## src/rtl/core_alu_issue.sv

```systemverilog
// Issue sequencer between decode and the core ALU/register file: accept, read, execute, write back.
// Optional condition flags are enabled by defining CORE_ALU_ISSUE_FLAGS_EN.
module core_alu_issue #(
  parameter int unsigned W    = 16,
  parameter int unsigned REGS = 16,
  localparam int unsigned RA  = $clog2(REGS)
) (
  input  logic          clk,
  input  logic          rst,
  input  logic          dec_valid,
  output logic          dec_ready,
  input  logic [2:0]    dec_op,
  input  logic [RA-1:0] dec_rd,
  input  logic [RA-1:0] dec_ra,
  input  logic [RA-1:0] dec_rb,
  input  logic          dec_use_imm,
  input  logic [W-1:0]  dec_imm,
  output logic [RA-1:0] rf_ra_addr,
  output logic [RA-1:0] rf_rb_addr,
  input  logic [W-1:0]  rf_ra_data,
  input  logic [W-1:0]  rf_rb_data,
  output logic          alu_start,
  output logic [2:0]    alu_op,
  output logic [W-1:0]  alu_a,
  output logic [W-1:0]  alu_b,
  input  logic [W-1:0]  alu_q,
  output logic          rf_we,
  output logic [RA-1:0] rf_waddr,
  output logic [W-1:0]  rf_wdata,
  output logic          err,
  output logic          busy
`ifdef CORE_ALU_ISSUE_FLAGS_EN
  ,
  output logic          flag_z,
  output logic          flag_n,
  output logic          flag_c,
  output logic          flag_v
`endif
);

  localparam logic [2:0] OP_ADD = 3'd5;
  localparam logic [2:0] OP_SUB = 3'd6;
  localparam logic [2:0] OP_RSV = 3'd7;

  typedef enum logic [1:0] {IDLE, READ, EXEC, WB} state_t;

  state_t        state;
  logic [2:0]    op_q;
  logic [RA-1:0] rd_q;
  logic          use_imm_q;
  logic [W-1:0]  imm_q;
  logic [W-1:0]  a_hold;
  logic [W-1:0]  b_hold;

  // Read data only arrives in EXEC, so operands are steered straight from the
  // register file then and held afterwards until the next execute.
  always_comb begin
    alu_a = a_hold;
    alu_b = b_hold;
    if (state == EXEC) begin
      alu_a = rf_ra_data;
      alu_b = use_imm_q ? imm_q : rf_rb_data;
    end
  end

  always_ff @(posedge clk) begin
    if (rst) begin
      state      <= IDLE;
      dec_ready  <= 1'b1;
      busy       <= 1'b0;
      alu_start  <= 1'b0;
      rf_we      <= 1'b0;
      err        <= 1'b0;
      alu_op     <= 3'd0;
      rf_waddr   <= '0;
      rf_wdata   <= '0;
      rf_ra_addr <= '0;
      rf_rb_addr <= '0;
      op_q       <= 3'd0;
      rd_q       <= '0;
      use_imm_q  <= 1'b0;
      imm_q      <= '0;
      a_hold     <= '0;
      b_hold     <= '0;
    end else begin
      alu_start <= 1'b0;
      rf_we     <= 1'b0;
      err       <= 1'b0;
      case (state)
        IDLE: begin
          if (dec_valid && dec_ready) begin
            op_q      <= dec_op;
            rd_q      <= dec_rd;
            use_imm_q <= dec_use_imm;
            imm_q     <= dec_imm;
            if (dec_op == OP_RSV) begin
              err <= 1'b1;
            end else begin
              state      <= READ;
              rf_ra_addr <= dec_ra;
              rf_rb_addr <= dec_rb;
              dec_ready  <= 1'b0;
              busy       <= 1'b1;
            end
          end
        end
        READ: begin
          state     <= EXEC;
          alu_start <= 1'b1;
          alu_op    <= op_q;
        end
        EXEC: begin
          state    <= WB;
          a_hold   <= alu_a;
          b_hold   <= alu_b;
          rf_we    <= 1'b1;
          rf_waddr <= rd_q;
          rf_wdata <= alu_q;
        end
        WB: begin
          state     <= IDLE;
          dec_ready <= 1'b1;
          busy      <= 1'b0;
        end
        default: begin
          state     <= IDLE;
          dec_ready <= 1'b1;
          busy      <= 1'b0;
        end
      endcase
    end
  end

`ifdef CORE_ALU_ISSUE_FLAGS_EN
  logic [W:0] sum_x;
  logic [W:0] dif_x;

  // Carry and overflow come from our own add/subtract of the executed operands.
  always_comb begin
    sum_x = {1'b0, alu_a} + {1'b0, alu_b};
    dif_x = {1'b0, alu_a} + {1'b0, ~alu_b} + (W + 1)'(1);
  end

  always_ff @(posedge clk) begin
    if (rst) begin
      flag_z <= 1'b0;
      flag_n <= 1'b0;
      flag_c <= 1'b0;
      flag_v <= 1'b0;
    end else if (state == EXEC) begin
      flag_z <= (alu_q == '0);
      flag_n <= alu_q[W-1];
      case (op_q)
        OP_ADD: begin
          flag_c <= sum_x[W];
          flag_v <= (alu_a[W-1] == alu_b[W-1]) && (sum_x[W-1] != alu_a[W-1]);
        end
        OP_SUB: begin
          flag_c <= dif_x[W];
          flag_v <= (alu_a[W-1] != alu_b[W-1]) && (dif_x[W-1] != alu_a[W-1]);
        end
        default: begin
          flag_c <= 1'b0;
          flag_v <= 1'b0;
        end
      endcase
    end
  end
`endif

endmodule

```

## config.mk

```make
export PLATFORM = sky130hd
export DESIGN_NAME = core_alu_issue
export DESIGN_NICKNAME = d
export VERILOG_FILES = /design/src/rtl/core_alu_issue.sv
export SDC_FILE = /design/constraint.sdc
export NUM_CORES = 1
export LEC_CHECK = 0
export BUFFER_PORTS_ARGS = -buffer_cell sky130_fd_sc_hd__buf_2
export CAP_MARGIN = 10
export CORE_MARGIN = 3
export CORE_UTILIZATION = 41
export CTS_BUF_LIST = sky130_fd_sc_hd__clkbuf_4
export DETAILED_ROUTE_END_ITERATION = 7
export PLACE_DENSITY = 0.77
export SYNTH_ARGS = -nofsm -noshare
export SYNTH_HDL_FRONTEND = slang
export SYNTH_SLANG_ARGS = --single-unit
```

## constraint.sdc

```tcl
create_clock -name clk -period 2.25 [get_ports clk]
set_clock_uncertainty 0.15 [all_clocks]
set_input_delay 0.1125 -clock clk [delete_from_list [all_inputs] [get_ports clk]]
set_output_delay 0.1125 -clock clk [all_outputs]
set_load 0.005 [all_outputs]
```

==> summary.txt <==
Placed design
  • Placed cell count: 633
  • IO Port Bufs: 150
  • GPL Wtd Cong: 0.7997
  • DP HPWL: 6521 um

Drt
  • Via count: 3,584
  • Routed len/inst: 14.41 um
  • DRC: 0
  • Post-route ant nets: 0
  • Number of DRC markers in iteration 0: 86
  • Pre-antenna DRT Iters: 4
  • Vias/cell: 4.883
  • Drt total wl: 10,570 um

Worst setup path
  • Worst setup SP type: flip-flop
  • Crit path from: state[0]
  • R2R setup slack: 0.23 ns
  • RR Startpoint: state[0]
  • CP required: 1.99 ns
  • Critical Path AT: 1.87 ns
  • CP Class: flip-flop to output pin
  • Crit Path Max Fanout: 11
  • Critical path endpoint category: output pin

GRT
  • All-Layer GR Usage: 20.34%
  • Vias in the first global route: 3,638
  • Gr ovfl total: 0
  • Largest net degree at the start of global routing: 45
  • First-pass GRT wire length: 16,860 um
  • Initial antenna violation count: 0

Clocking
  • Post-cts gate resize count: 0
  • Clock sink total: 94
  • Clk root buf: clkbuf_4
  • Clock latency on the worst-skew pair: 0.43 ns
  • CTS tree: yes
  • CTS HTree Levels: 3
  • Clock slew at reported path FFs: 0.16 ns
  • TritonCTS buffer count: 9
  • Buffer depth of the longest clock path: 2

Logic synthesis
  • Synth warn: 0
  • Syn avg cell area: 9.596 um^2
  • Syn nets: 481
  • Post-synth top cells: dfxtp_1 (94), nand2_1 (50), a21oi_1 (47), nor2_1 (40), mux2i_1 (39)
  • Area contributors post-synth: dfxtp_1 (50%), mux2i_1 (10%), a21oi_1 (6.2%), nand2_1 (5.0%), nor2b_1 (4.3%)
  • Seq cells post-synth: 94
  • Post-synth EDFFs: 0
  • Mapped cell area: 3771 um^2
  • Mapped Cells: 393
  • Ys async rst share: 0%
  • Post-synth top area share: 49.90%
  • Post-synthesis sequential area ratio: 49.90%
  • Main synth FF type: dfxtp_1
  • Count leader, synth: dfxtp_1
  • Area leader, netlist: dfxtp_1
  • Synth cell types: 29

Die
  • I/O pin total: 151
  • Row count: 34
  • Die Height: 101.9 um
  • Die Area: 10,380 um^2
  • Die Wd: 101.9 um
  • Total core area: 8848 um^2
  • Initial core utilization: 42.62%

Timing
  • Final worst path period share: 94.77%
  • Worst-margin pin slew: 0.4537 ns
  • Final setup violating endpoints: 0
  • Fmax: 469.0 MHz
  • RSZ-0062 raised after global routing: false
  • Worst slew margin: 69.67%
  • Final Hold Fails: 0
  • Minimum clock period: 2.132 ns
  • Setup TNS: 0 ns
  • Max Slew Vio Count: 0

Min path
  • Min-delay worst type: primary input to flip-flop
  • HP Start: rf_rb_data[15]

Cells and area
  • Number of non-filler instances in the completed layout: 734
  • Post-layout nets: 709
  • Share of cells above drive strength 1: 32.11%
  • N_diodes: 0
  • Layout area overhead: 47.98%

Run
  • Maxcap violations: 0

Run status
  • Outcome: completed

Power
  • P_leak: 2.535 nW
  • Power per cell area: 983.4 nW/um^2
  • Peak supply drop: 0.5512 mV
==> routing by layer <==
metal	wire length (um)	vias up	global-route usage (%)
li1	-	1764	-
met1	4207	1650	22.78
met2	5462	135	36.87
met3	516	35	3.891
met4	388	0	9.990
met5	0	-	0
==> cell type report <==
class / instances / area [um^2]
inverters: 3 / 11.26
fillers: 714 / 3268
well taps: 108 / 135.1
clock buffers: 9 / 67.56
flip-flops and latches: 94 / 1882
clock inverters: 7 / 81.33
repair buffers: 246 / 1714
multi-input cells: 267 / 1689
==> placed cells by master (no fill, tap or decap) <==
master / n
o211ai_1: 2
mux2_2: 8
nand2b_1: 1
clkinvlp_4: 1
inv_6: 3
inv_1: 3
clkbuf_4: 9
buf_12: 3
and2_1: 1
o21bai_1: 1
dfxtp_1: 94
dlygate4sd3_1: 82
mux2i_1: 39
mux2_4: 8
and3_1: 2
buf_2: 150
buf_4: 11
a21oi_2: 4
o32ai_1: 1
nand4_1: 1
nor3_1: 2
clkinv_4: 2
nand2_1: 50
o21ai_0: 9
and2b_1: 8
bufinv_16: 1
nor2b_1: 26
a21oi_1: 47
nand3_1: 10
a211oi_1: 2
ha_4: 1
ha_1: 4
nor2_1: 40
==> power by group <==
group / total [mW] / switching [mW] / internal, mW
combinational: 2.33 / 1.15 / 1.18
clock: 0.963 / 0.608 / 0.355
sequential: 2.19 / 0.163 / 2.03
==> metrics by stage <==
stage	total power, mW	worst slack [ns]	hold slack (ns)	area (um^2)	util (%)
detailed placement	4.387	0.3379	0.2084	4588	51.85
finish	5.488	0.1178	0.008868	5580	63.07
global placement	4.311	0.4334	0.1956	4588	51.85
CTS	5.492	0.08274	0.005010	5580	63.07
global route	5.883	0.008438	0.01189	5580	63.07
floorplan	3.674	0.6387	0.09846	3771	-
==> registers in the layout, summed over array words and instances, names as in the netlist, 2 cells and up <==
signal,flops
rd_q,4
rf_wdata,16
b_hold,16
rf_waddr,4
alu_op,3
a_hold,16
imm_q,16
rf_ra_addr,4
op_q,3
rf_rb_addr,4
state,2
==> final timing paths <==
| path | endpoint | cells past startpoint |
|---|---|---|
| max reg2reg | rf_wdata[0] | 6 |
| min reg2reg | rd_q[3] | 2 |
| max | alu_a[1] | 5 |
| min | b_hold[15] | 4 |
==> worst max-delay path, cell delays in order (launching register included) <==
cell and delay, ns:
dfxtp_1 0.37, inv_1 0.15, ha_4 0.22, buf_4 0.21, mux2_2 0.36, buf_2 0.13
==> repair_timing <==
action | CTS | global route
buffers inserted | 3 | 0
endpoints found under the setup margin | 14 | 0
endpoints found under the hold margin | 83 | 0
hold buffers | 82 | 0
==> cell families after synthesis <==
family          share of synthesized area, %
simple gates                           17.29
flops                                  49.90
buf+inv                                5.641
compound gates                         9.588
fa+ha+maj                              1.659
mux                                    15.93
No activity file was read; power rests on OpenSTA's default activity.
